===== src/rtl/round_judge.sv =====
// round_judge: round controller for the 1P factorization game (capture target, countdown, judge answer).
// Optional feature: define ROUND_JUDGE_RETRY_EN to allow one retry after a wrong answer per round.
module round_judge #(
  parameter int CLK_HZ     = 50_000_000,
  parameter int TIME_LIMIT = 9,
  parameter int HOLD_SEC   = 3
) (
  input  logic       CLK,
  input  logic       RST_N,
  input  logic       RUN_IN,
  input  logic [3:0] NUM,
  input  logic [3:0] ANS,
  input  logic       SUBMIT,
  output logic [3:0] STATE,
  output logic [6:0] TARGET,
  output logic [3:0] TIME_LEFT,
  output logic [3:0] SCORE,
  output logic       WIN,
  output logic       LOSE
);

  typedef enum logic [3:0] {
    S_IDLE  = 4'h0,
    S_CAP_T = 4'h1,
    S_CAP_U = 4'h2,
    S_ASK   = 4'h3,
    S_CHECK = 4'h4,
    S_WIN   = 4'h8,
    S_LOSE  = 4'h9
  } state_t;

  state_t      state;
  logic [25:0] tick_cnt;
  logic        tick;
  logic        run_q;
  logic        run_edge;
  logic [3:0]  tens;
  logic [6:0]  target;
  logic [3:0]  time_left;
  logic [3:0]  score;
  logic [3:0]  ans_q;
  logic [3:0]  div;
  logic [6:0]  rem;
  logic [3:0]  hold_cnt;
  logic        check_done;
  logic        check_ok;
`ifdef ROUND_JUDGE_RETRY_EN
  logic        retry_used;
`endif

  assign tick = (tick_cnt == 26'(CLK_HZ - 1));

  // Claims only try prime divisors: any composite d < TARGET dividing TARGET implies a
  // smaller prime does too, and skipping 4, 6, 8, 9 keeps TARGET=97 under 120 cycles.
  function automatic logic [3:0] next_div(input logic [3:0] d);
    case (d)
      4'd2:    next_div = 4'd3;
      4'd3:    next_div = 4'd5;
      4'd5:    next_div = 4'd7;
      default: next_div = 4'd10;
    endcase
  endfunction

  always_comb begin
    check_done = 1'b0;
    check_ok   = 1'b0;
    if (ans_q != 4'd0) begin
      if (ans_q < 4'd2 || ans_q > 4'd9 || {3'b0, ans_q} >= target) begin
        check_done = 1'b1;
      end else if (rem == 7'd0) begin
        check_done = 1'b1;
        check_ok   = 1'b1;
      end else if (rem < {3'b0, div}) begin
        check_done = 1'b1;
      end
    end else begin
      if (div > 4'd9 || {3'b0, div} >= target) begin
        check_done = 1'b1;
        check_ok   = 1'b1;
      end else if (rem == 7'd0) begin
        check_done = 1'b1;
      end
    end
  end

  always_ff @(posedge CLK or negedge RST_N) begin
    if (!RST_N) begin
      state      <= S_IDLE;
      tick_cnt   <= '0;
      run_q      <= 1'b0;
      run_edge   <= 1'b0;
      tens       <= '0;
      target     <= '0;
      time_left  <= '0;
      score      <= '0;
      ans_q      <= '0;
      div        <= '0;
      rem        <= '0;
      hold_cnt   <= '0;
`ifdef ROUND_JUDGE_RETRY_EN
      retry_used <= 1'b0;
`endif
    end else begin
      run_q    <= RUN_IN;
      run_edge <= RUN_IN & ~run_q;
      tick_cnt <= tick ? '0 : tick_cnt + 26'd1;
      // Every transition below also clears the tick counter.
      case (state)
        S_IDLE: begin
          if (run_edge) begin
            state    <= S_CAP_T;
            tick_cnt <= '0;
          end
        end
        S_CAP_T: begin
          if (tick_cnt == 26'd0) tens <= NUM;
`ifdef ROUND_JUDGE_RETRY_EN
          retry_used <= 1'b0;
`endif
          if (tick) begin
            state    <= S_CAP_U;
            tick_cnt <= '0;
          end
        end
        S_CAP_U: begin
          target    <= {3'b0, tens} * 7'd10 + {3'b0, NUM};
          time_left <= 4'(TIME_LIMIT);
          state     <= S_ASK;
          tick_cnt  <= '0;
        end
        S_ASK: begin
          if (SUBMIT) begin
            ans_q    <= ANS;
            div      <= (ANS == 4'd0) ? 4'd2 : ANS;
            rem      <= target;
            state    <= S_CHECK;
            tick_cnt <= '0;
          end else if (tick) begin
            if (time_left == 4'd1) begin
              time_left <= 4'd0;
              state     <= S_LOSE;
              hold_cnt  <= '0;
              tick_cnt  <= '0;
            end else begin
              time_left <= time_left - 4'd1;
            end
          end
        end
        S_CHECK: begin
          if (check_done) begin
            tick_cnt <= '0;
            hold_cnt <= '0;
            if (check_ok) begin
              state <= S_WIN;
              if (score < 4'd9) score <= score + 4'd1;
            end else begin
`ifdef ROUND_JUDGE_RETRY_EN
              if (!retry_used) begin
                retry_used <= 1'b1;
                state      <= S_ASK;
              end else begin
                state <= S_LOSE;
              end
`else
              state <= S_LOSE;
`endif
            end
          end else if (rem < {3'b0, div}) begin
            div <= next_div(div);
            rem <= target;
          end else begin
            rem <= rem - {3'b0, div};
          end
        end
        S_WIN, S_LOSE: begin
          if (tick) begin
            if (hold_cnt == 4'(HOLD_SEC - 1)) begin
              state    <= S_IDLE;
              tick_cnt <= '0;
            end else begin
              hold_cnt <= hold_cnt + 4'd1;
            end
          end
        end
        default: state <= S_IDLE;
      endcase
    end
  end

  assign STATE     = state;
  assign TARGET    = target;
  assign TIME_LEFT = time_left;
  assign SCORE     = score;
  assign WIN       = (state == S_WIN);
  assign LOSE      = (state == S_LOSE);

endmodule


===== config.mk =====
export PLATFORM = sky130hd
export DESIGN_NAME = round_judge
export DESIGN_NICKNAME = d
export VERILOG_FILES = /design/src/rtl/round_judge.sv
export SDC_FILE = /design/constraint.sdc
export NUM_CORES = 1
export LEC_CHECK = 0
export ABC_AREA = 1
export CAP_MARGIN = 30
export CORE_AREA = 8 8 100 102
export DETAILED_ROUTE_END_ITERATION = 8
export DIE_AREA = 0 0 108 110
export PLACE_DENSITY = 0.71
export SLEW_MARGIN = 40
export SYNTH_ARGS = -nofsm -noshare
export SYNTH_HDL_FRONTEND = slang
export SYNTH_SLANG_ARGS = --single-unit

===== constraint.sdc =====
create_clock -name CLK -period 5.54 [get_ports CLK]
set_input_delay 0.831 -clock CLK [delete_from_list [all_inputs] [get_ports CLK]]
set_output_delay 0.831 -clock CLK [all_outputs]
set_load 0.03 [all_outputs]

**Word level (Yosys, flattened, before mapping)**

Index checks and enable logic that the tools add are counted.

- Register bits after elaboration: 70
- Output and inout port bits: 21
- Logic and storage cells: 124

- Add/subtract/negate cells: 6
- Multipliers: 1
- Magnitude comparators: 7
- Eq/ne operators: 26
- Muxes and demuxes: 50
- Bitwise gates (word level): 2
- Reductions and logical operators: 20

Operators with widths:

| operator | number |
|---|---|
| $mux W26 | 9 |
| $pmux W26 S6 | 1 |
| $mux W4 | 21 |
| $add A26 B1 Y26 const B | 1 |
| $eq A26 B26 Y1 const B | 1 |
| $logic_not A26 Y1 | 1 |
| $ne A2 B2 Y1 const B | 12 |
| $pmux W4 S3 | 2 |
| $pmux W4 S6 | 1 |
| $mux W7 | 3 |
| $eq A4 B2 Y1 const B | 5 |
| $pmux W4 S2 | 2 |
| $ge A4 B7 Y1 | 2 |
| $pmux W7 S2 | 1 |
| $reduce_and A7 Y1 | 2 |
| $mux W1 | 10 |
| $add A4 B1 Y4 const B | 2 |
| $eq A4 B1 Y1 const B | 2 |
| $eq A4 B3 Y1 const B | 2 |
| $eq A4 B4 Y1 const B | 2 |
| $gt A4 B4 Y1 const B | 2 |
| $logic_not A4 Y1 | 2 |
| $reduce_and A4 Y1 | 2 |
| $add A7 B4 Y7 | 1 |
| other kinds (17) | 23 |

**Logic depth before layout (Yosys ltp)**

- Word-level depth: 8
- Mapped depth: 14

**Worst setup path before layout**

OpenSTA, ideal clock, no wires.

- Path kind: register -> output
- From: reg state[3], in the netlist STATE[3]
- To: out LOSE
- Data arrival time: 1.523 ns
- Setup slack: 3.186 ns
- Stages on the path, launching flop included: 5
- Path through: dfrtp_1 nand2_1 nor2_1 inv_1 nor2_1

- Longest elaborated chain between the ends: 1

Ends and longest elaborated chain:

| item | line | RTL |
|---|---|---|
| start, declared | 32 | `state_t state;` |
| start signal, assigned | 88 | `state <= S_IDLE;` |
| start signal, assigned | 111 | `state <= S_CAP_T;` |
| start signal, assigned | 121 | `state <= S_CAP_U;` |
| $eq A4 B4 Y1 | 195 | `assign LOSE = (state == S_LOSE);` |
| end, declared | 19 | `output logic LOSE` |

No other way between the ends.

**Worst setup path after layout**

- From: reg state[2], in the netlist STATE[2]
- To: out LOSE

Same word-level chain as after synthesis.

==> results.yml <==
yosys:
  yosysWarnings: 0
  synth_area_leaders: "dfrtp_1 (39%), nand2_1 (12%), ha_1 (7.2%), inv_1 (6.0%), nand3_1 (4.8%)"
  synth_nets: 624
  synth.distinct_cells: 37
  yosysTopAreaCell: "dfrtp_1"
  syn_inst: 583
  syn_avg_cell_area_um2: 7.74
  ys_seq_area_share_pct: 38.8
  synth-seq-cells: 70
  synth_top_cell_area_share_pct: 38.8
  synth_area_um2: 4510
job:
  drv_cap: 0
global_routing:
  grt_util_met3_pct: 3.20
  grt_pass1_vias: 3833
  grt-ovfl-total: 0
  grt_busiest_layer: "met2"
  antenna_found_initial: 0
  grt_first_pass_wirelength_mm: 17.5
  gr-usage-met2_pct: 31.2
  grt_max_degree: 71
  grtUsageMet1_pct: 22.4
  grt_usage_pct: 18.6
pwr:
  seqPwrFrac_pct: 52.9
  p_clk_share_pct: 44.2
  powerDensity_nw_per_um2: 189
  swShare_pct: 23.2
  p_switching_mw: 0.224
  power_mw: 0.966
  p_int_mw: 0.743
  combPwrFrac_pct: 2.9
  power_leakage_nw: 2.45
  ir_worst_vdd_uv: 117
clocking:
  clock_path_buffers: 2
  htree_levels: 3
  numCtsBuffers: 9
  clkLatencyLatePin_ns: 0.36
  postCtsHoldBufs: 0
  cts_resized: 0
  postCtsSetupBuffers: 0
  root_buffer: "clkbuf_8"
  path_clk_slew_ns: 0.08
  cts_tree: "done"
  cts.sinks: 70
critical_path:
  critPathTopFamily: "buffers and inverters"
  reg2reg_slack_ns: 2.83
  endpoint: "LOSE"
  cp.depth: 6
  critPathArrivalTime_ns: 2.24
  crit_type: "flop to output pin"
  critPathMaxStageDelay_ns: 0.68
  path_max_fanout: 6
  r2r_cells: 11
  crit_start: "STATE[2]$_DFFE_PN0P_"
  crit_path_end_kind: "output pin"
  cp.required_ns: 4.71
  r2r_start: "TARGET[2]$_DFFE_PN0P_"
  slowest_stage: "clkdlybuf4s50_1"
  critPathLaunchType: "flop"
  rr_endpoint: "tick_cnt[21]$_DFF_PN0_"
  path_cells: "inv_1, nand2_1, nor2_1, inv_1, nor2_1, clkdlybuf4s50_1"
  crit_buf_inv: 3
outcome:
  run_status: "completed"
finish:
  drive_above_1_share_pct: 8.67
  final_nets: 659
  multi_input_area_um2: 2420
  stdcell_area_um2: 5110
  area_growth_pct: 13.4
  final_common_cell: "nand2_1"
  antenna_cells: 0
  regArea_um2: 1750
  fill_cells: 770
  layout_common_cells: "nand2_1 (140), inv_1 (72), dfrtp_1 (70)"
die:
  dieWidth_um: 108
  start_util_pct: 53.3
  io_pins: 33
  core_area_um2: 8470
  die_area_um2: 11900
  die_h_um: 110
  rows: 34
sta:
  finalSetupViolCount: 0
  skew_ns: 0.0167
  finalSetupTns_ns: 0
  period_needed_ns: 3.08
  post-route-period-util_pct: 55.5
  rsz0062_at_grt: "false"
  hold_viol_final: 0
  fmax_ghz: 0.325
  slew_viol_final: 0
  whs_ns: 0.394
  maxSlewHeadroom_pct: 54.5
  worst_slack_ns: 2.46
  worst_pin_slew_ns: 0.677
routing:
  dr.first_iter.drc_count: 207
  vias_per_cell: 5.35
  drc: 0
  first_pass_iters: 6
  dr_total_vias: 3912
  antenna_left: 0
  wl_per_cell_um: 14.1
  wirelength_mm: 10.3
placement:
  port_buffers: 32
  hpwl_mm: 7.74
  place_ws_ns: 2.69
  postPlaceCellArea_um2: 4910
  gp_congestion: 0.945
worst_hold_path:
  whs_path_depth: 1
  min_path_type: "flop to flop"
==> metrics by stage <==
stage	std cells	utilization, %
after global routing	731	60.4
final	731	60.4
after floorplan	583	-
after CTS	731	60.4
after global placement	715	58.0
after detailed placement	715	58.1
==> Yosys cell counts <==
master,count
a21oi_1,15
a21oi_4,1
a22oi_1,1
a31oi_1,2
buf_2,1
buf_6,3
clkbuf_1,5
dfrtp_1,70
fa_1,3
ha_1,26
inv_1,72
inv_2,2
mux2_2,1
nand2_1,140
nand2_2,3
nand2_4,1
nand3_1,43
nand3_2,1
nand3b_1,1
nand4_1,16
nand4_2,1
nor2_1,53
nor2_2,20
nor2_4,3
nor2b_1,1
nor3_1,10
nor3_4,1
nor3b_1,1
nor4_1,7
o211ai_1,1
o21a_1,1
o21ai_0,38
o21bai_1,3
or2_1,1
or2_2,3
xnor2_1,10
xor2_1,22
==> layout make-up <==
type                            count  share of cell area (%)
Clock inverter                      5                    1.15
Inverter                           74                    5.43
Timing Repair Buffer               33                    6.38
Sequential cell                    70                    34.2
Tap cell                          108                    2.64
Multi-Input combinational cell    430                    47.4
Clock buffer                       11                    2.76
==> power groups by stage <==
stage                     registers [mW]  clock network, mW  logic [mW]
after detailed placement           0.522                  0      0.0284
final                              0.512              0.427      0.0279
after floorplan                    0.522                  0     0.00708
after global routing               0.512              0.458      0.0321
after global placement             0.522                  0      0.0280
after CTS                          0.512              0.435      0.0286
==> state kept, by name (all words and copies together), names as in the netlist <==
signal / flops
TIME_LEFT: 4
tens: 4
rem: 7
tick_cnt: 26
ans_q: 4
run_edge: 1
SCORE: 4
STATE: 4
run_q: 1
hold_cnt: 4
TARGET: 7
div: 4
==> logic make-up after synthesis <==
logic type,share of synthesized area [%]
XOR/XNOR,6.21
adder cells (fa/ha/maj),8.54
multiplexers,0.250
buffers and inverters,7.43
flip-flops,38.8
AND/OR/NAND/NOR,31.2
AO/OA/AOI/OAI,7.52
==> worst min path at each step <==
stage	from	to	slack [ns]
floorplan	run_q$_DFF_PN0_	run_edge$_DFF_PN0_	0.38
global placement	run_q$_DFF_PN0_	run_edge$_DFF_PN0_	0.39
detailed placement	run_q$_DFF_PN0_	run_edge$_DFF_PN0_	0.39
CTS	run_q$_DFF_PN0_	run_edge$_DFF_PN0_	0.40
global route	run_q$_DFF_PN0_	run_edge$_DFF_PN0_	0.40
finish	run_q$_DFF_PN0_	run_edge$_DFF_PN0_	0.39
==> layer usage <==
metal | wire (µm) | vias to the layer above
li1 | - | 1957
met1 | 4560 | 1844
met2 | 4990 | 92
met3 | 482 | 19
met4 | 284 | 0
met5 | 0 | -
==> worst register-to-register path, delay by kind of cell, from the launching register on <==
kind	cells	cell delay, ns
adder cells (fa/ha/maj)	1	0.34
flip-flops	1	0.44
buffers and inverters	1	0.10
AND/OR/NAND/NOR	8	1.58
AO/OA/AOI/OAI	1	0.16
No activity file was read; power rests on OpenSTA's default activity.
